**src/rtl/fifo_port_arbiter_pkg.sv**
```systemverilog
// ----------------------------------------------------------------------------
// fifo_port_arbiter_pkg
// Shared types and defaults for the FIFO port arbiter and its round-robin
// picker: sequencer state encoding, operation kind, producer side, and the
// default data width / depth / count width.
// ----------------------------------------------------------------------------
package fifo_port_arbiter_pkg;

    localparam int DW_DEFAULT    = 8;
    localparam int DEPTH_DEFAULT = 8;
    localparam int CW_DEFAULT    = 5;

    typedef enum logic [1:0] {
        S_IDLE  = 2'd0,
        S_ISSUE = 2'd1,
        S_GAP   = 2'd2
    } state_e;

    typedef enum logic {
        OP_WRITE = 1'b0,
        OP_READ  = 1'b1
    } op_e;

    typedef enum logic {
        SIDE_A = 1'b0,
        SIDE_B = 1'b1
    } side_e;

    function automatic side_e other_side(input side_e s);
        return (s == SIDE_A) ? SIDE_B : SIDE_A;
    endfunction

endpackage

```
**src/rtl/fifo_port_arbiter_rr_arb2.sv**
```systemverilog
// ----------------------------------------------------------------------------
// rr_arb2
// Two-way round-robin picker. When both sides request, the side held in the
// internal pointer wins; a lone requester always wins. Every accepted grant
// (advance=1) toggles the pointer.
//
// Ports:
//   clk      in   clock, rising edge
//   rst      in   asynchronous active-low reset (pointer favours side A)
//   req      in   [1:0] request, bit 0 = side A, bit 1 = side B
//   advance  in   the current grant was taken this cycle
//   grant    out  [1:0] one-hot (or zero) grant, combinational
// ----------------------------------------------------------------------------
module rr_arb2
    import fifo_port_arbiter_pkg::*;
(
    input  logic       clk,
    input  logic       rst,
    input  logic [1:0] req,
    input  logic       advance,
    output logic [1:0] grant
);

    side_e ptr;

    always_comb begin
        // NOTE: every combinational output gets a default first so no path
        // leaves it unassigned, which would otherwise infer a latch.
        grant = 2'b00;
        if (req == 2'b11) begin
            grant = (ptr == SIDE_A) ? 2'b01 : 2'b10;
        end else begin
            grant = req;
        end
    end

    always_ff @(posedge clk or negedge rst) begin
        // NOTE: sequential state is only ever updated with non-blocking
        // assignments so every flop samples pre-edge values.
        if (!rst) begin
            ptr <= SIDE_A;
        end else if (advance) begin
            ptr <= other_side(ptr);
        end
    end

endmodule

```
**src/rtl/fifo_port_arbiter.sv**
```systemverilog
// ----------------------------------------------------------------------------
// fifo_port_arbiter
// Sequences a single-port FIFO on behalf of two producers (A, B) and one
// consumer. One strobe is issued at a time, followed by GAP forced idle
// cycles so an edge-detecting FIFO sees each strobe once. A shadow occupancy
// count blocks enqueues when full and dequeues when empty. When a write and a
// read are both possible, the opposite of the last completed operation wins.
//
// Ports:
//   clk, rst             clock; asynchronous active-low reset
//   a_req/a_data/a_ack   producer A handshake (req held until ack pulse)
//   b_req/b_data/b_ack   producer B handshake
//   rd_req/rd_ack        consumer handshake
//   fifo_din             registered write data to the FIFO
//   fifo_en_in           one-cycle enqueue strobe
//   fifo_en_out          one-cycle dequeue strobe
//   occupancy            shadow entry count, 0..DEPTH
//   full, empty          occupancy==DEPTH / occupancy==0
// ----------------------------------------------------------------------------
module fifo_port_arbiter
    import fifo_port_arbiter_pkg::*;
#(
    parameter int DW    = DW_DEFAULT,
    parameter int DEPTH = DEPTH_DEFAULT,
    parameter int CW    = CW_DEFAULT,
    parameter int GAP   = 1
) (
    input  logic          clk,
    input  logic          rst,
    input  logic          a_req,
    input  logic [DW-1:0] a_data,
    output logic          a_ack,
    input  logic          b_req,
    input  logic [DW-1:0] b_data,
    output logic          b_ack,
    input  logic          rd_req,
    output logic          rd_ack,
    output logic [DW-1:0] fifo_din,
    output logic          fifo_en_in,
    output logic          fifo_en_out,
    output logic [CW-1:0] occupancy,
    output logic          full,
    output logic          empty
);

    state_e     state;
    op_e        cur_op;
    op_e        last_op;
    logic [2:0] gap_cnt;

    logic [1:0] grant;
    logic       wr_ok;
    logic       rd_ok;
    logic       pick_write;
    logic       pick_read;

    assign full  = (occupancy == CW'(DEPTH));
    assign empty = (occupancy == '0);

    assign wr_ok = (a_req | b_req) && !full;
    assign rd_ok = rd_req && !empty;

    // Alternate when both are possible, otherwise take whichever is possible.
    assign pick_write = wr_ok && (!rd_ok || (last_op == OP_READ));
    assign pick_read  = rd_ok && !pick_write;

    rr_arb2 u_rr (
        .clk     (clk),
        .rst     (rst),
        .req     ({b_req, a_req}),
        .advance ((state == S_IDLE) && pick_write),
        .grant   (grant)
    );

    always_ff @(posedge clk or negedge rst) begin
        if (!rst) begin
            state       <= S_IDLE;
            cur_op      <= OP_READ;
            last_op     <= OP_READ;
            gap_cnt     <= '0;
            occupancy   <= '0;
            fifo_din    <= '0;
            fifo_en_in  <= 1'b0;
            fifo_en_out <= 1'b0;
            a_ack       <= 1'b0;
            b_ack       <= 1'b0;
            rd_ack      <= 1'b0;
        end else begin
            // Strobes and acks are single-cycle pulses.
            fifo_en_in  <= 1'b0;
            fifo_en_out <= 1'b0;
            a_ack       <= 1'b0;
            b_ack       <= 1'b0;
            rd_ack      <= 1'b0;

            case (state)
                S_IDLE: begin
                    if (pick_write) begin
                        // Data is captured here, so a producer that drops
                        // req after this edge still gets its write done.
                        cur_op     <= OP_WRITE;
                        fifo_en_in <= 1'b1;
                        fifo_din   <= grant[1] ? b_data : a_data;
                        a_ack      <= grant[0];
                        b_ack      <= grant[1];
                        state      <= S_ISSUE;
                    end else if (pick_read) begin
                        cur_op      <= OP_READ;
                        fifo_en_out <= 1'b1;
                        rd_ack      <= 1'b1;
                        state       <= S_ISSUE;
                    end
                end

                S_ISSUE: begin
                    // Count is committed only once the strobe has completed,
                    // so a reset during ISSUE leaves no trace.
                    if (cur_op == OP_WRITE) begin
                        occupancy <= occupancy + CW'(1);
                    end else begin
                        occupancy <= occupancy - CW'(1);
                    end
                    last_op <= cur_op;
                    gap_cnt <= 3'(GAP - 1);
                    state   <= S_GAP;
                end

                S_GAP: begin
                    if (gap_cnt == '0) begin
                        state <= S_IDLE;
                    end else begin
                        gap_cnt <= gap_cnt - 3'd1;
                    end
                end

                default: state <= S_IDLE;
            endcase
        end
    end

    a_strobe_excl: assert property (@(posedge clk) disable iff (!rst)
        !(fifo_en_in && fifo_en_out));
    a_ack_excl: assert property (@(posedge clk) disable iff (!rst)
        !(a_ack && b_ack));
    a_occ_range: assert property (@(posedge clk) disable iff (!rst)
        occupancy <= CW'(DEPTH));

endmodule

```
**config.mk**
```make
export PLATFORM = sky130hd
export DESIGN_NAME = fifo_port_arbiter
export DESIGN_NICKNAME = d
export VERILOG_FILES = /design/src/rtl/fifo_port_arbiter_pkg.sv /design/src/rtl/fifo_port_arbiter_rr_arb2.sv /design/src/rtl/fifo_port_arbiter.sv
export SDC_FILE = /design/constraint.sdc
export NUM_CORES = 1
export LEC_CHECK = 0
export CORE_ASPECT_RATIO = 0.6
export CORE_MARGIN = 2
export CORE_UTILIZATION = 38
export CTS_BUF_LIST = sky130_fd_sc_hd__clkbuf_8
export CTS_CLUSTER_SIZE = 28
export DETAILED_ROUTE_END_ITERATION = 12
export GPL_TIMING_DRIVEN = 0
export PLACE_DENSITY = 0.72
export SLEW_MARGIN = 20
export SYNTH_ARGS = -nofsm -noshare
export SYNTH_HDL_FRONTEND = slang
export SYNTH_SLANG_ARGS = --single-unit
```
**constraint.sdc**
```tcl
create_clock -name clk -period 4.33 [get_ports clk]
set_input_delay 0.866 -clock clk [delete_from_list [all_inputs] [get_ports clk]]
set_output_delay 0.866 -clock clk [all_outputs]
set_load 0.02 [all_outputs]
```
==> impl_metrics.csv <==
group,metric,value,unit
die,boundaryPins,41,
clock_tree,hold_buffers,0,
sta,tightest_slew,764,ps
logic_synthesis,synth.distinct_cells,35,
logic_synthesis,yosysTopAreaCell,"dfrtp_1",
finish,nets,190,
clock_tree,clk_path_buf_depth,2,
worst_setup_path,required,3460,ps
logic_synthesis,yosys.area_share.adder,0.0617,
sta,fin_skew,3.69,ps
min_path,hold_path_end,"u_rr.ptr$_DFFE_PN0P_",
worst_setup_path,cp-end-kind,"output pin",
worst_setup_path,r2r-start,"occupancy[1]$_DFFE_PN0P_",
clock_tree,cts_htree_levels,1,
logic_synthesis,synthTopCellsByArea,"dfrtp_1 43%, mux2_2 9.3%, mux2_4 5.6%, ha_1 4.7%, dfstp_2 3.9%",
grt,grt_max_degree,26,
logic_synthesis,synth_nets,145,
sta,max_freq,0.349,GHz
finish,n_antenna_cell,0,
worst_setup_path,crit_fanout,6,
clock_tree,path_clk_slew,90,ps
job,cap_violations,0,
finish,fin_util,0.555,
die,num_rows,16,
detailed_routing,routed_wirelength,2930,um
clock_tree,clock_latency,270,ps
logic_synthesis,synth_mux_area_frac,0.156,
logic_synthesis,yosys.area_share.simple,0.103,
detailed_routing,num_vias,1025,
clock_tree,cts_made_buffers,3,
finish,areaGrowthSynthToFinish,37.1,%
sta,grt_setup_unrepaired,"no",
sta,slew_headroom,0.487,
power_and_ir_drop,power_density,701,mW/mm2
clock_tree,cts_tree,"built",
sta,slew_viol_final,0,
die,initial_core_util,0.405,
place,dp_hpwl,2290,um
logic_synthesis,synth_compound_area_frac,0.136,
die,die_area,0.00403,mm2
logic_synthesis,synthXorXnorAreaFrac,0.0262,
logic_synthesis,synth_edf_count,0,
grt,grt_pass1_vias,1029,
sta,hold_slack,506,ps
min_path,hold_depth,1,
worst_setup_path,critPathLaunchType,"register",
die,die_x,80.6,um
detailed_routing,drt_iter0_markers,41,
sta,period_needed,2870,ps
detailed_routing,drc_errors,0,
logic_synthesis,yosysMostFrequentCell,"dfrtp_1",
sta,setup_ws,1460,ps
sta,fin_tns_setup,0,ps
logic_synthesis,yosysWarningCount,0,
die,die_h,50.0,um
grt,overflow,0,
power_and_ir_drop,peakVddDrop,0.000366,V
finish,drive_gt1_frac,0.173,
sta,timing.final.crit_share,0.662,
clock_tree,clock_sinks,25,
logic_synthesis,synthArstFlopShare,1.00,
min_path,worstHoldStart,"u_rr.ptr$_DFFE_PN0P_",
logic_synthesis,postSynthAreaPerCell,11.3,um2
sta,hold_viol,0,
logic_synthesis,synthTopCellsByCount,"23 x dfrtp_1, 11 x mux2_2, 10 x inv_1",
worst_setup_path,r2r_end,"fifo_din[4]$_DFFE_PN0P_",
logic_synthesis,syn_inst,118,
worst_setup_path,r2r_cells,5,
sta,setup_viol_count_final,0,
logic_synthesis,ys_seq_area_frac,0.470,
detailed_routing,drt_first_pass_iters,4,
clock_tree,cts_setup_buffers,0,
place,gp_congestion,0.760,
place,dp_slack,1500,ps
grt,antenna_found_initial,0,
run_status,status,"finished, final reports clean",
power_and_ir_drop,p_leak,0.792,nW
logic_synthesis,synthFlopType,"dfrtp_1",
detailed_routing,viasPerCell,4.95,
detailed_routing,ant_nets,0,
logic_synthesis,ys_ff_latch,25,
die,coreArea,0.00330,mm2
worst_setup_path,reg2reg_slack,2360,ps
logic_synthesis,synth_top_family_by_area,"multiplexers",
place,io_buffers,40,
worst_setup_path,cp_data_arrival_time,2000,ps
clock_tree,cts_root_buffer,"clkbuf_8",
min_path,hp-class,"reg -> reg",
grt,grt_pass1_wl,5020,um
logic_synthesis,yosys.area.top_type_share,0.430,
grt,gr-usage-all-layers,0.167,
logic_synthesis,synth_area,0.00134,mm2
clock_tree,post_cts_resized,0,
worst_setup_path,crit_type,"reg -> out",
detailed_routing,wl_per_cell,14.1,um
## cell type report
| type | instances | area, um2 |
|---|---|---|
| buffer | 4 | 26.3 |
| clock buffer | 3 | 41.3 |
| clock inverter | 1 | 3.75 |
| fill | 296 | 1470 |
| inverter | 10 | 37.5 |
| multi-input combinational | 79 | 646 |
| sequential | 25 | 628 |
| tap | 45 | 56.3 |
| timing repair buffer | 40 | 395 |
## stage by stage
| step | area (um2) | power [mW] | instances |
|---|---|---|---|
| 2_1_floorplan | 1340 | 0.886 | 118 |
| 3_3_place_gp | 1790 | 1.13 | 203 |
| 3_5_place_dp | 1790 | 1.16 | 203 |
| 4_1_cts | 1840 | 1.30 | 207 |
| 5_1_grt | 1830 | 1.40 | 207 |
| 6_report | 1830 | 1.29 | 207 |
## worst max-delay path, cell delays in order, from the launching register on
cell	delay [ps]
dfrtp_1	450
or4_4	580
nor2_1	100
clkdlybuf4s50_1	610
## per-layer routing
metal,share of wire,up-vias,track usage
met1,0.46,489,0.234
met5,0,-,0
met4,0.0048,0,0.0254
met3,0.056,2,0.0458
li1,-,501,-
met2,0.48,33,0.264
## cell usage in the layout (no fill, tap or decap), drive strengths merged, types with 2 or more instances in the layout
cell type       n
o211ai          3
nand2b          2
nand2           6
xnor2           2
or3             2
dfstp           2
ha              5
clkbuf          5
nor2b           2
buf             3
dfrtp          23
o21ai          10
xor2            2
inv            11
a21boi          2
nor2            4
or4             2
o22ai           2
a21oi           5
mux2           16
nor4            2
clkdlybuf4s50  39
o21a            2
nor3            4
## kinds of logic after synthesis
group | after synthesis
multiplexers | 17
XOR/XNOR | 4
adder cells (fa/ha/maj) | 6
flip-flops | 25
AND/OR/NAND/NOR | 26
AO/OA/AOI/OAI | 26
buffers and inverters | 14
## sequential cells by signal (all words and copies together), names as in the netlist
name         flops
u_rr.ptr         1
fifo_en_out      1
last_op          1
fifo_en_in       1
a_ack            1
gap_cnt          3
fifo_din         8
cur_op           1
b_ack            1
state            2
occupancy        5
## worst max-delay path by stage
stage                        startpoint                 endpoint  slack [ps]
2_1_floorplan  occupancy[1]$_DFFE_PN0P_                    empty        2100
3_3_place_gp                      a_req  fifo_din[7]$_DFFE_PN0P_        1530
3_5_place_dp                      a_req  fifo_din[4]$_DFFE_PN0P_        1500
4_1_cts        occupancy[1]$_DFFE_PN0P_                    empty        1450
5_1_grt        occupancy[1]$_DFFE_PN0P_                    empty        1380
6_report       occupancy[1]$_DFFE_PN0P_                    empty        1460
## power by group
part | total [mW] | switching [mW] | leakage (nW) | internal [mW]
Clock | 0.136 | 0.0722 | 0.0269 | 0.0634
Combinational | 0.716 | 0.346 | 0.457 | 0.370
Sequential | 0.434 | 0.0942 | 0.308 | 0.340
Total | 1.29 | 0.512 | 0.792 | 0.774
No activity file was read; power rests on OpenSTA's default activity.
